==> src/rtl/rf_pkg.sv <==
// -----------------------------------------------------------------------------
// rf_pkg
// Shared definitions for the register-file write-port arbiter slice.
//   DATA_W    register width
//   IDX_W     register index width
//   NUM_REGS  number of architectural registers (2**IDX_W)
//   ZERO_REG  index of the hard-wired zero register (never written)
//   rf_wreq_t writeback request payload {index, data}
//   rf_prio_e round-robin pointer encoding
//   idx_onehot() index to one-hot register mask helper
// -----------------------------------------------------------------------------
package rf_pkg;

    localparam int DATA_W   = 32;
    localparam int IDX_W    = 5;
    localparam int NUM_REGS = 32;

    localparam logic [IDX_W-1:0] ZERO_REG = {IDX_W{1'b0}};

    typedef struct packed {
        logic [IDX_W-1:0]  index;
        logic [DATA_W-1:0] data;
    } rf_wreq_t;

    typedef enum logic {
        PRIO_REQ0 = 1'b0,
        PRIO_REQ1 = 1'b1
    } rf_prio_e;

    // One-hot mask for a register index.
    function automatic logic [NUM_REGS-1:0] idx_onehot(input logic [IDX_W-1:0] idx);
        logic [NUM_REGS-1:0] oh;
        oh      = {NUM_REGS{1'b0}};
        oh[idx] = 1'b1;
        return oh;
    endfunction

endpackage

==> src/rtl/rf_scoreboard.sv <==
// -----------------------------------------------------------------------------
// rf_scoreboard
// Pending-destination scoreboard and read-hazard stall generation.
//   clock, clear_n     clock and synchronous active-low reset
//   set_en_i/set_idx_i reservation from decode (index 0 ignored)
//   clr_en_i/clr_idx_i write issued to the register file (index 0 ignored)
//   read_idx1_i/2_i    decode source registers
//   fwd1_hit_i/2_hit_i source is satisfied by the write currently on the port
//   pending_o          pending vector
//   stall_o            a source register is still pending
// -----------------------------------------------------------------------------
module rf_scoreboard
    import rf_pkg::*;
(
    input  logic                clock,
    input  logic                clear_n,
    input  logic                set_en_i,
    input  logic [IDX_W-1:0]    set_idx_i,
    input  logic                clr_en_i,
    input  logic [IDX_W-1:0]    clr_idx_i,
    input  logic [IDX_W-1:0]    read_idx1_i,
    input  logic [IDX_W-1:0]    read_idx2_i,
    input  logic                fwd1_hit_i,
    input  logic                fwd2_hit_i,
    output logic [NUM_REGS-1:0] pending_o,
    output logic                stall_o
);

    logic [NUM_REGS-1:0] pending_q;
    logic [NUM_REGS-1:0] pending_d;
    logic [NUM_REGS-1:0] set_mask_s;
    logic [NUM_REGS-1:0] clr_mask_s;
    logic                src1_hit_s;
    logic                src2_hit_s;

    // Next pending vector: clear first, then set, so a same-edge reserve wins.
    always_comb begin
        set_mask_s = {NUM_REGS{1'b0}};
        clr_mask_s = {NUM_REGS{1'b0}};
        if (set_en_i && (set_idx_i != ZERO_REG)) begin
            set_mask_s = idx_onehot(set_idx_i);
        end else begin
            set_mask_s = {NUM_REGS{1'b0}};
        end
        if (clr_en_i && (clr_idx_i != ZERO_REG)) begin
            clr_mask_s = idx_onehot(clr_idx_i);
        end else begin
            clr_mask_s = {NUM_REGS{1'b0}};
        end
        pending_d = (pending_q & ~clr_mask_s) | set_mask_s;
    end

    // Pending vector register.
    always_ff @(posedge clock) begin
        if (!clear_n) begin
            pending_q <= {NUM_REGS{1'b0}};
        end else begin
            pending_q <= pending_d;
        end
    end

    // Hazard compare; register 0 never stalls, forwarded sources never stall.
    always_comb begin
        src1_hit_s = 1'b0;
        src2_hit_s = 1'b0;
        if (read_idx1_i != ZERO_REG) begin
            src1_hit_s = pending_q[read_idx1_i] & ~fwd1_hit_i;
        end else begin
            src1_hit_s = 1'b0;
        end
        if (read_idx2_i != ZERO_REG) begin
            src2_hit_s = pending_q[read_idx2_i] & ~fwd2_hit_i;
        end else begin
            src2_hit_s = 1'b0;
        end
    end

    assign stall_o   = src1_hit_s | src2_hit_s;
    assign pending_o = pending_q;

endmodule

==> src/rtl/rf_write_arbiter.sv <==
// -----------------------------------------------------------------------------
// rf_write_arbiter
// Shares the single register-file write port between ALU writeback (req0)
// and load writeback (req1). Each requester owns a 1-entry slot; occupied
// slots are arbitrated round-robin and the winner is registered onto the
// write port. The register file samples on the falling edge.
//   clock, clear_n                  clock, synchronous active-low reset
//   req0_valid/ready/index/data     ALU writeback handshake
//   req1_valid/ready/index/data     load writeback handshake
//   reserve, reserve_index          destination reservation from decode
//   read_index1, read_index2        decode source registers
//   stall                           read hazard toward decode
//   pending                         scoreboard vector
//   write, write_index, write_data  register file write port (flopped)
// Optional build macro RF_FWD_EN adds fwd1_valid/fwd1_data/fwd2_valid/
// fwd2_data and lets a forwarded source suppress its stall.
// -----------------------------------------------------------------------------
module rf_write_arbiter
    import rf_pkg::*;
(
    input  logic                clock,
    input  logic                clear_n,
    input  logic                req0_valid,
    output logic                req0_ready,
    input  logic [IDX_W-1:0]    req0_index,
    input  logic [DATA_W-1:0]   req0_data,
    input  logic                req1_valid,
    output logic                req1_ready,
    input  logic [IDX_W-1:0]    req1_index,
    input  logic [DATA_W-1:0]   req1_data,
    input  logic                reserve,
    input  logic [IDX_W-1:0]    reserve_index,
    input  logic [IDX_W-1:0]    read_index1,
    input  logic [IDX_W-1:0]    read_index2,
    output logic                stall,
    output logic [NUM_REGS-1:0] pending,
    output logic                write,
    output logic [IDX_W-1:0]    write_index,
    output logic [DATA_W-1:0]   write_data
`ifdef RF_FWD_EN
    ,
    output logic                fwd1_valid,
    output logic [DATA_W-1:0]   fwd1_data,
    output logic                fwd2_valid,
    output logic [DATA_W-1:0]   fwd2_data
`endif
);

    rf_wreq_t          slot0_q, slot0_d;
    rf_wreq_t          slot1_q, slot1_d;
    logic              slot0_vld_q, slot0_vld_d;
    logic              slot1_vld_q, slot1_vld_d;
    rf_prio_e          ptr_q, ptr_d;
    logic              write_q;
    logic [IDX_W-1:0]  write_index_q;
    logic [DATA_W-1:0] write_data_q;

    logic              accept0_s;
    logic              accept1_s;
    logic              grant0_s;
    logic              grant1_s;
    logic              grant_any_s;
    logic              issue_s;
    rf_wreq_t          win_s;
    logic              fwd1_hit_s;
    logic              fwd2_hit_s;

    // Ready reflects the registered slot state only, so a slot freed this
    // edge is offered again next cycle (no pass-through path).
    assign req0_ready = ~slot0_vld_q;
    assign req1_ready = ~slot1_vld_q;
    assign accept0_s  = req0_valid & ~slot0_vld_q;
    assign accept1_s  = req1_valid & ~slot1_vld_q;

    // Round-robin arbitration; the pointer only moves on real contention.
    always_comb begin
        grant0_s = 1'b0;
        grant1_s = 1'b0;
        ptr_d    = ptr_q;
        if (slot0_vld_q && slot1_vld_q) begin
            case (ptr_q)
                PRIO_REQ0: begin
                    grant0_s = 1'b1;
                    ptr_d    = PRIO_REQ1;
                end
                PRIO_REQ1: begin
                    grant1_s = 1'b1;
                    ptr_d    = PRIO_REQ0;
                end
                default: begin
                    grant0_s = 1'b1;
                    ptr_d    = PRIO_REQ1;
                end
            endcase
        end else if (slot0_vld_q) begin
            grant0_s = 1'b1;
        end else if (slot1_vld_q) begin
            grant1_s = 1'b1;
        end else begin
            ptr_d = ptr_q;
        end
        grant_any_s = grant0_s | grant1_s;
        if (grant1_s) begin
            win_s = slot1_q;
        end else begin
            win_s = slot0_q;
        end
        // A zero-index winner is consumed but never raises write.
        issue_s = grant_any_s & (win_s.index != ZERO_REG);
    end

    // Slot next state: a granted slot empties; an empty slot may accept.
    always_comb begin
        slot0_vld_d = slot0_vld_q;
        slot0_d     = slot0_q;
        slot1_vld_d = slot1_vld_q;
        slot1_d     = slot1_q;
        if (grant0_s) begin
            slot0_vld_d = 1'b0;
        end else if (accept0_s) begin
            slot0_vld_d   = 1'b1;
            slot0_d.index = req0_index;
            slot0_d.data  = req0_data;
        end else begin
            slot0_vld_d = slot0_vld_q;
        end
        if (grant1_s) begin
            slot1_vld_d = 1'b0;
        end else if (accept1_s) begin
            slot1_vld_d   = 1'b1;
            slot1_d.index = req1_index;
            slot1_d.data  = req1_data;
        end else begin
            slot1_vld_d = slot1_vld_q;
        end
    end

    // Slot, pointer and write-port registers.
    always_ff @(posedge clock) begin
        if (!clear_n) begin
            slot0_vld_q   <= 1'b0;
            slot1_vld_q   <= 1'b0;
            slot0_q       <= '{index: {IDX_W{1'b0}}, data: {DATA_W{1'b0}}};
            slot1_q       <= '{index: {IDX_W{1'b0}}, data: {DATA_W{1'b0}}};
            ptr_q         <= PRIO_REQ0;
            write_q       <= 1'b0;
            write_index_q <= {IDX_W{1'b0}};
            write_data_q  <= {DATA_W{1'b0}};
        end else begin
            slot0_vld_q <= slot0_vld_d;
            slot1_vld_q <= slot1_vld_d;
            slot0_q     <= slot0_d;
            slot1_q     <= slot1_d;
            ptr_q       <= ptr_d;
            write_q     <= issue_s;
            // Index/data hold their last value while the port is idle.
            if (grant_any_s) begin
                write_index_q <= win_s.index;
                write_data_q  <= win_s.data;
            end else begin
                write_index_q <= write_index_q;
                write_data_q  <= write_data_q;
            end
        end
    end

    assign write       = write_q;
    assign write_index = write_index_q;
    assign write_data  = write_data_q;

`ifdef RF_FWD_EN
    // The write on the port this cycle satisfies a matching source read.
    assign fwd1_hit_s = write_q & (write_index_q == read_index1) & (read_index1 != ZERO_REG);
    assign fwd2_hit_s = write_q & (write_index_q == read_index2) & (read_index2 != ZERO_REG);
    assign fwd1_valid = fwd1_hit_s;
    assign fwd2_valid = fwd2_hit_s;
    assign fwd1_data  = write_data_q;
    assign fwd2_data  = write_data_q;
`else
    assign fwd1_hit_s = 1'b0;
    assign fwd2_hit_s = 1'b0;
`endif

    rf_scoreboard u_scoreboard (
        .clock       (clock),
        .clear_n     (clear_n),
        .set_en_i    (reserve),
        .set_idx_i   (reserve_index),
        .clr_en_i    (issue_s),
        .clr_idx_i   (win_s.index),
        .read_idx1_i (read_index1),
        .read_idx2_i (read_index2),
        .fwd1_hit_i  (fwd1_hit_s),
        .fwd2_hit_i  (fwd2_hit_s),
        .pending_o   (pending),
        .stall_o     (stall)
    );

endmodule

==> config.mk <==
export PLATFORM = sky130hd
export DESIGN_NAME = rf_write_arbiter
export DESIGN_NICKNAME = d
export VERILOG_FILES = /design/src/rtl/rf_pkg.sv /design/src/rtl/rf_scoreboard.sv /design/src/rtl/rf_write_arbiter.sv
export SDC_FILE = /design/constraint.sdc
export NUM_CORES = 1
export LEC_CHECK = 0
export BUFFER_PORTS_ARGS = -buffer_cell sky130_fd_sc_hd__buf_2
export CAP_MARGIN = 20
export CORE_AREA = 2 2 122 124
export DETAILED_ROUTE_END_ITERATION = 10
export DIE_AREA = 0 0 124 126
export GPL_TIMING_DRIVEN = 0
export PLACE_DENSITY = 0.75
export SYNTH_ARGS = -nofsm -noshare
export SYNTH_HDL_FRONTEND = slang
export SYNTH_SLANG_ARGS = --single-unit
==> constraint.sdc <==
create_clock -name clock -period 1.8 [get_ports clock]
set_input_delay 0.36 -clock clock [delete_from_list [all_inputs] [get_ports clock]]
set_output_delay 0.36 -clock clock [all_outputs]
set_load 0.03 [all_outputs]
# After elaboration in Yosys (flattened, before gate mapping)
# Cells that the tools add are included.
# word_totals
register_bits	147
in_bits	94
output_inout_bits	73
word_cells	65
# classes
order_cmp	6
muxes	21
n_bitwise	14
n_reduce_logical	13
# op_table
op	count
$mux 32	2
$mux 37	1
$and 32x32->32	1
$not 32->32	1
$or 32x32->32	1
$lt 5x6->1 const B	4
$reduce_bool 5->1	4
$mux 1	13
$bmux 1 s5	2
$demux 1 s5	2
$ge 5x1->1 const B	2
$not 1->1	6
$logic_and 1x1->1	5
$reduce_and 2->1	2
$reduce_or 2->1	2
$and 1x1->1	3
$or 1x1->1	2
$pmux 1 s2	1

# Depth between registers and ports, before layout
# Gate-level depths: netlist (run 1).
# logic_depth
ltp_word	12
depth_mapped	7
ltp_nobuf	5

# Modules after synthesis
# Synthesis (run 1) repeated with hierarchy kept, for this count alone.
# hier_totals
cells_unflattened	774
area_unflattened_um2	6797.8
# modules_own_cells
mod	n_inst	cells_each	area_per_inst_um2	seq_area_each_um2
rf_write_arbiter	1	565	4843.4	2302.2
rf_scoreboard	1	209	1954.4	640.6

# Worst setup path after synthesis (run 1)
# Ideal clock, no wire load.
# synth_path
kind	in2out
start	input port read_index1[0]
end	output port stall
arrival_ns	1.685
setup_slack_ns	-0.245
path_stages	6
n_path_buf	1
path_cell_list	buf_4 > mux4_2 > nand3_1 > nand4_1 > nor3_1 > nand4_1
# synth_via
elab_chain_cells	4
elab_cells_between_ends	5
# synth_rtl
element	line	text
start: declaration	rf_write_arbiter.sv:33	input logic [IDX_W-1:0] read_index1,
$bmux 1 s5	rf_scoreboard.sv:67	src1_hit_s = pending_q[read_idx1_i] & ~fwd1_hit_i;
$mux 1 (not written as such)	rf_scoreboard.sv:67	
$mux 1 *	rf_scoreboard.sv:66	if (read_idx1_i != ZERO_REG) begin
$or 1x1->1 *	rf_scoreboard.sv:78	assign stall_o = src1_hit_s | src2_hit_s;
end: declaration	rf_write_arbiter.sv:35	output logic stall,
# Mark *: on every way between the ends. The rest lies on a longest branch, timed or not. The select of a mux whose other input is x is not followed.

# Worst setup path in the final report (run 1)
# layout_path
start	register u_scoreboard.pending_q[12], in the netlist u_scoreboard.pending_o[12]
end	output port stall
# layout_via
elab_chain_cells	4
elab_cells_between_ends	7
# layout_rtl
element	line	text
start: declaration	rf_scoreboard.sv:29	logic [NUM_REGS-1:0] pending_q;
start signal: assignment	rf_scoreboard.sv:56	pending_q <= {NUM_REGS{1'b0}};
start signal: assignment	rf_scoreboard.sv:58	pending_q <= pending_d;
$bmux 1 s5, on equally long branches	rf_scoreboard.sv:67, rf_scoreboard.sv:72	
$mux 1, on equally long branches	rf_scoreboard.sv:67, rf_scoreboard.sv:72	
$mux 1, on equally long branches	rf_scoreboard.sv:66, rf_scoreboard.sv:71	
$or 1x1->1 *	rf_scoreboard.sv:78	
# Marks and branches as above.

==> load_flow_metrics.sql, run 1 <==
INSERT INTO impl_metrics (metric_group, metric, value, unit) VALUES
('critical_path', 'critPathCaptureType', 'primary output', ''),
('detailed_routing', 'avgViaCountPerCell', '5.46', ''),
('detailed_routing', 'drtIter0Drc', '358', ''),
('synthesis', 'number_of_enable_flip_flop_cells_after_synthesis', '0', ''),
('synthesis', 'synth_top_area_share', '43.4', '%'),
('clock_network', 'cts_root_buffer', 'sky130_fd_sc_hd__clkbuf_16', ''),
('critical_path', 'path_class', 'reg -> out', ''),
('detailed_routing', 'antenna_left', '0', ''),
('critical_path', 'worstPathMaxFanout', '4', ''),
('placement', 'port_buffers', '161', ''),
('layout', 'fin_cells', '1171', ''),
('synthesis', 'ys_dominant_reg_cell', 'sky130_fd_sc_hd__dfxtp_1', ''),
('critical_path', 'crit_path_start_kind', 'flip-flop', ''),
('clock_network', 'max-clock-path-buffers', '2', ''),
('sta', 'final-setup-viol-count', '1', ''),
('placement', 'placement.cell_area', '0.00786', 'mm2'),
('sta', 'skew', '0.0135', 'ns'),
('detailed_routing', 'post_drt_wl_per_cell', '16.6', 'um'),
('layout', 'insertedDiodeCount', '0', ''),
('synthesis', 'number_of_storage_elements_in_the_synthesis_netlist', '147', ''),
('placement', 'place_congestion', '0.874', ''),
('pwr', 'leakage', '3.36', 'nW'),
('detailed_routing', 'drtPass1Iterations', '5', ''),
('die', 'dieHeight', '126', 'um'),
('synthesis', 'synth_area_leader_cell', 'sky130_fd_sc_hd__dfxtp_1', ''),
('synthesis', 'synthesis.yosys.warnings', '0', ''),
('placement', 'numPlacedInstances', '1136', ''),
('detailed_routing', 'num_vias', '6392', ''),
('global_routing', 'antenna_violations_before_repair', '1', ''),
('clock_network', 'path_clk_slew', '0.06', 'ns'),
('job', 'drv_cap', '0', ''),
('synthesis', 'synth.top_cells.by_area', 'sky130_fd_sc_hd__dfxtp_1, sky130_fd_sc_hd__nand2_1, sky130_fd_sc_hd__a311oi_2', ''),
('layout', 'layout.filler_cells', '1312', ''),
('synthesis', 'synth-seq-area-share', '43.4', '%'),
('sta', 'finalHoldViolations', '0', ''),
('global_routing', 'grt_first_pass_wirelength', '31100', 'um'),
('die', 'top_level_ports', '167', ''),
('status', 'violations', 'setup timing', ''),
('critical_path', 'cpPeakStageDelay', '0.46', 'ns'),
('clock_network', 'worstSkewPairLatency', '0.43', 'ns'),
('die', 'initial_cell_density_of_the_core', '47.4', '%'),
('die', 'coreArea', '0.0143', 'mm2'),
('layout', 'syn_to_final_growth', '26.7', '%'),
('detailed_routing', 'post-route-drc-count', '0', ''),
('detailed_routing', 'drt-total-wl', '19500', 'um'),
('sta', 'timing_limited_maximum_frequency', '448', 'MHz'),
('hold_path', 'timing.hold.worst.class', 'in -> reg', ''),
('layout', 'post_route_cells_drive_above_1_share', '33.3', '%'),
('synthesis', 'ys_top_cells_by_count', 'sky130_fd_sc_hd__nand2_1, sky130_fd_sc_hd__dfxtp_1, sky130_fd_sc_hd__a21oi_1', ''),
('critical_path', 'critical_path.n_buffers_inverters', '1', ''),
('synthesis', 'synthesis.instances', '791', ''),
('synthesis', 'synth.most_common_cell', 'sky130_fd_sc_hd__nand2_1', ''),
('die', 'rows', '44', ''),
('pwr', 'p_per_area', '982', 'mW/mm2'),
('die', 'area_of_the_die', '0.0156', 'mm2'),
('critical_path', 'critPathSlowestCell', 'sky130_fd_sc_hd__mux4_2', ''),
('sta', 'slew_headroom', '46.9', '%'),
('synthesis', 'postSynth.asyncResetShare', '0', '%'),
('sta', 'timing.final.crit_period', '2.23', 'ns'),
('synthesis', 'total_nets_after_synthesis', '885', ''),
('clock_network', 'cts.htree.levels', '4', ''),
('clock_network', 'tritoncts', 'yes', ''),
('critical_path', 'timing.critical_path.required', '1.44', 'ns'),
('synthesis', 'avg_synthesized_cell_area', '8.57', 'um2'),
('sta', 'setup_ws', '-0.431', 'ns'),
('clock_network', 'numClockSinks', '147', ''),
('status', 'status', 'finished with violations', ''),
('synthesis', 'netlist_cell_types', '49', ''),
('critical_path', 'worst-endpoint-arrival', '1.87', 'ns'),
('pwr', 'max-vdd-ir-drop', '0.000728', 'V'),
('global_routing', 'via_count_of_the_first_global_routing_pass', '6090', '');
==> worst paths after layout <==
kind	startpoint	endpoint	slack (ns)	cells after the start
max reg2reg	ptr_q$_SDFFE_PN0P_	write$_SDFF_PN0_	0.11	6
min reg2reg	slot1_q[26]$_SDFFE_PN0P_	slot1_q[26]$_SDFFE_PN0P_	0.45	2
max	u_scoreboard.pending_o[12]$_SDFF_PN0_	stall	-0.43	6
min	req0_data[13]	slot0_q[13]$_SDFFE_PN0P_	0.16	3
==> sequential cells by signal (all words and copies together), names as in the netlist <==
| name | flops |
|---|---|
| write_index | 5 |
| slot0_q | 37 |
| slot1_q | 37 |
| ptr_q | 1 |
| write_data | 32 |
| write | 1 |
| slot1_vld_q | 1 |
| slot0_vld_q | 1 |
| u_scoreboard.pending_o | 32 |
==> stage by stage <==
stage | setup WS [ns] | util [%] | setup TNS, ns | hold slack, ns
after floorplan | -0.134 | - | -0.134 | 0.437
after CTS | -0.484 | 59.5 | -0.484 | 0.154
after global routing | -0.543 | 60.0 | -0.559 | 0.164
final | -0.431 | 60.0 | -0.431 | 0.162
after detailed placement | -0.270 | 54.9 | -0.270 | 0.444
after global placement | -0.262 | 54.9 | -0.262 | 0.438
==> tightest hold or removal path, cell delays in order <==
cell                      delay, ns
sky130_fd_sc_hd__buf_2         0.09
sky130_fd_sc_hd__nand2_1       0.04
sky130_fd_sc_hd__a21oi_1       0.05
==> layout make-up <==
type	count	area (um2)	share of cell area, %
Multi-Input combinational cell	574	3560	41.5
Clock buffer	23	468	5.45
Buffer	60	364	4.24
Sequential cell	147	2970	34.5
Inverter	10	51.3	0.597
Timing Repair Buffer	165	842	9.80
Clock inverter	8	101	1.18
Tap cell	184	230	2.68
==> per-layer routing <==
metal / part of all wire (%) / wire, um / vias up / GRT usage, %
met5: 0.056 / 11 / - / 0
met4: 2.0 / 380 / 2 / 9.12
met3: 6.0 / 1170 / 33 / 4.62
met2: 48 / 9400 / 231 / 41.5
met1: 44 / 8520 / 3014 / 34.3
li1: - / - / 3112 / -
==> power breakdown <==
part	switching, W	internal (W)
registers	0.000128	0.00346
logic	0.000920	0.000488
clock network	0.00134	0.00210
total	0.00239	0.00605
==> what timing repair did <==
item / 4_1_cts / 5_1_grt
buffers inserted: 4 / 0
endpoints found under the setup margin: 2 / 87
resized for setup: 19 / 33
pin swaps: 5 / 3
==> placed cells by master, fill, tap and decap left out, types with 13 or more instances in the layout <==
cell type	count
sky130_fd_sc_hd__a21boi_0	16
sky130_fd_sc_hd__a21boi_1	22
sky130_fd_sc_hd__a21oi_1	74
sky130_fd_sc_hd__a311oi_2	29
sky130_fd_sc_hd__buf_2	174
sky130_fd_sc_hd__buf_4	13
sky130_fd_sc_hd__clkbuf_1	21
sky130_fd_sc_hd__clkbuf_16	17
sky130_fd_sc_hd__dfxtp_1	128
sky130_fd_sc_hd__dfxtp_2	19
sky130_fd_sc_hd__nand2_1	261
sky130_fd_sc_hd__nor2_1	51
sky130_fd_sc_hd__o31ai_1	28
==> kinds of logic after synthesis <==
group,Yosys count,synth area share [%]
compound gates,209,25.6
xor+xnor,1,0.129
buf+inv,70,5.30
flops,147,43.4
mux,19,5.17
simple gates,345,20.3
Note: power is estimated with default switching activity, not from simulation.
==> run 2: changes to the inputs <==
RECOVER_POWER = 50   (was unset)
SLEW_MARGIN = 10   (was unset)
==> run 2 against run 1 <==
Net effect: clock power barely moved; fmax is 0.23% lower; the run still ends with setup timing left; highest routed layer unchanged; first-iteration DRC count increased by 16%; largest cell class unchanged.
==> load_flow_metrics.sql, run 2 (synthesis gave the netlist of run 1 again) <==
INSERT INTO impl_metrics (metric_group, metric, value, unit) VALUES
('sta', 'timing_limited_maximum_frequency', '447', 'MHz'),
('clock_network', 'numClockSinks', '147', ''),
('layout', 'final_core_utilization', '59.5', '%'),
('die', 'rows', '44', ''),
('critical_path', 'timing.critical_path.required', '1.44', 'ns'),
('clock_network', 'path_clk_slew', '0.06', 'ns'),
('sta', 'setup_ws', '-0.436', 'ns'),
('layout', 'biggestRegsByFlops', 'slot0_q (37), slot1_q (37)', ''),
('layout', 'insertedDiodeCount', '0', ''),
('die', 'initial_cell_density_of_the_core', '47.4', '%'),
('placement', 'port_buffers', '161', ''),
('critical_path', 'worst-endpoint-arrival', '1.88', 'ns'),
('pwr', 'leakage', '3.13', 'nW'),
('status', 'violations', 'setup timing', ''),
('sta', 'min_period_over_period', '124', '%'),
('layout', 'layout.cells.most_common_list', 'sky130_fd_sc_hd__nand2_1, sky130_fd_sc_hd__dfxtp_1, sky130_fd_sc_hd__buf_2', ''),
('sta', 'skew', '0.0110', 'ns'),
('clock_network', 'worstSkewPairLatency', '0.43', 'ns'),
('pwr', 'max-vdd-ir-drop', '0.000725', 'V'),
('critical_path', 'critPathCaptureType', 'primary output', ''),
('die', 'coreArea', '0.0143', 'mm2'),
('global_routing', 'antenna_violations_before_repair', '1', ''),
('die', 'dieHeight', '126', 'um'),
('job', 'drv_cap', '0', ''),
('sta', 'timing.final.crit_period', '2.24', 'ns'),
('detailed_routing', 'drtIter0Drc', '417', ''),
('critical_path', 'critPathSlowestCell', 'sky130_fd_sc_hd__mux4_2', ''),
('sta', 'drv_slew', '0', ''),
('placement', 'placement.cell_area', '0.00786', 'mm2'),
('clock_network', 'max-clock-path-buffers', '2', ''),
('clock_network', 'tritoncts', 'yes', ''),
('hold_path', 'timing.hold.worst.class', 'in -> reg', ''),
('global_routing', 'grt_util_all_layers', '25.6', '%'),
('layout', 'mostFrequentLayoutCell', 'sky130_fd_sc_hd__nand2_1', ''),
('layout', 'final_design_area_no_fill', '0.00851', 'mm2'),
('critical_path', 'crit_chain', 'buf_4 -> mux4_2 -> nand3b_1 -> o21ai_0 -> nand2_1 -> nand4_1 -> buf_6', ''),
('layout', 'layout.filler_cells', '1347', ''),
('layout', 'syn_to_final_growth', '25.6', '%'),
('sta', 'rsz0062_at_grt', 'yes', ''),
('critical_path', 'crit_path_start_kind', 'flip-flop', ''),
('layout', 'post_route_cells_drive_above_1_share', '27.7', '%'),
('placement', 'place_congestion', '0.874', ''),
('critical_path', 'cpPeakStageDelay', '0.47', 'ns'),
('detailed_routing', 'post_drt_wl_per_cell', '16.7', 'um'),
('global_routing', 'grt_first_pass_wirelength', '31100', 'um'),
('detailed_routing', 'drtPass1Iterations', '6', ''),
('sta', 'final-setup-viol-count', '54', ''),
('critical_path', 'worstPathMaxFanout', '3', ''),
('detailed_routing', 'post-route-drc-count', '0', ''),
('global_routing', 'via_count_of_the_first_global_routing_pass', '6090', ''),
('detailed_routing', 'num_vias', '6372', ''),
('placement', 'post_detailed_placement_half_perimeter_wirelength', '13800', 'um'),
('detailed_routing', 'drt-total-wl', '19600', 'um'),
('die', 'area_of_the_die', '0.0156', 'mm2'),
('die', 'floorplan.die.width', '124', 'um'),
('clock_network', 'cts.htree.levels', '4', ''),
('global_routing', 'globalRoute.totalOverflow', '0', ''),
('detailed_routing', 'antenna_left', '0', ''),
('clock_network', 'cts_root_buffer', 'sky130_fd_sc_hd__clkbuf_16', ''),
('pwr', 'p_per_area', '988', 'mW/mm2'),
('sta', 'tightest_slew', '0.803', 'ns'),
('die', 'top_level_ports', '167', ''),
('status', 'status', 'finished with violations', ''),
('critical_path', 'path_class', 'reg -> out', ''),
('layout', 'nets_finish', '1069', ''),
('global_routing', 'maximum_number_of_pins_on_one_net_before_global_route_repair', '17', ''),
('sta', 'finalHoldViolations', '0', ''),
('detailed_routing', 'avgViaCountPerCell', '5.44', ''),
('sta', 'slew_headroom', '46.4', '%'),
('clock_network', 'cts_made_buffers', '17', '');
[run 2: path summary, 6_finish.rpt]
kind | startpoint | to | slack (ns) | depth (start not counted)
max | u_scoreboard.pending_o[23]$_SDFF_PN0_ | stall | -0.44 | 7
max reg2reg | slot0_vld_q$_SDFFE_PP0P_ | slot0_q[10]$_SDFFE_PN0P_ | -0.12 | 7
min reg2reg | slot1_q[29]$_SDFFE_PN0P_ | slot1_q[29]$_SDFFE_PN0P_ | 0.45 | 2
min | req0_data[13] | slot0_q[13]$_SDFFE_PN0P_ | 0.16 | 3
[run 2: critical path, delay by kind of cell, from the launching register on]
kind	cells	cell delay, ns
buf+inv	2	0.29
mux	1	0.47
compound gates	1	0.09
flops	1	0.32
simple gates	3	0.27
[run 2: power breakdown]
part           switching (W)  internal [W]  leakage, nW
Combinational       0.000920      0.000460         1.65
Clock                0.00134       0.00210        0.270
Sequential          0.000130       0.00346         1.21
[run 2: what timing repair did]
| item | CTS | global route |
|---|---|---|
| pin swaps | 5 | 3 |
| buffers inserted | 4 | 0 |
| gates resized for setup | 19 | 33 |
| hold buffers | 0 | 0 |
| endpoints found under the setup margin | 2 | 87 |
[run 2: per-layer routing]
| layer | GRT usage, % | vias to the layer above | wire length [um] |
|---|---|---|---|
| met5 | 0 | - | 11 |
| met4 | 9.12 | 2 | 393 |
| met3 | 4.62 | 35 | 1220 |
| li1 | - | 3111 | - |
| met2 | 41.5 | 212 | 9330 |
| met1 | 34.3 | 3012 | 8610 |
[run 2: layout make-up]
class                           instances  area, um2  area share [%]
Timing Repair Buffer                  165        776            9.11
Multi-Input combinational cell        574       3560            41.9
Clock inverter                          8        101            1.19
Sequential cell                       147       2970            34.9
Buffer                                 60        354            4.16
Inverter                               10       51.3           0.603
Tap cell                              184        230            2.70
Clock buffer                           23        468            5.50
[run 2: through the flow]
step	total power (W)	setup WS [ns]	hold WS (ns)	TNS (ns)	instances
after floorplan	0.00457	-0.134	0.437	-0.134	791
after global placement	0.00500	-0.262	0.438	-0.262	1136
after detailed placement	0.00503	-0.270	0.444	-0.270	1136
after CTS	0.00845	-0.484	0.154	-0.484	1171
after global routing	0.00872	-0.543	0.164	-19.41	1171
final	0.00841	-0.436	0.162	-2.93	1171
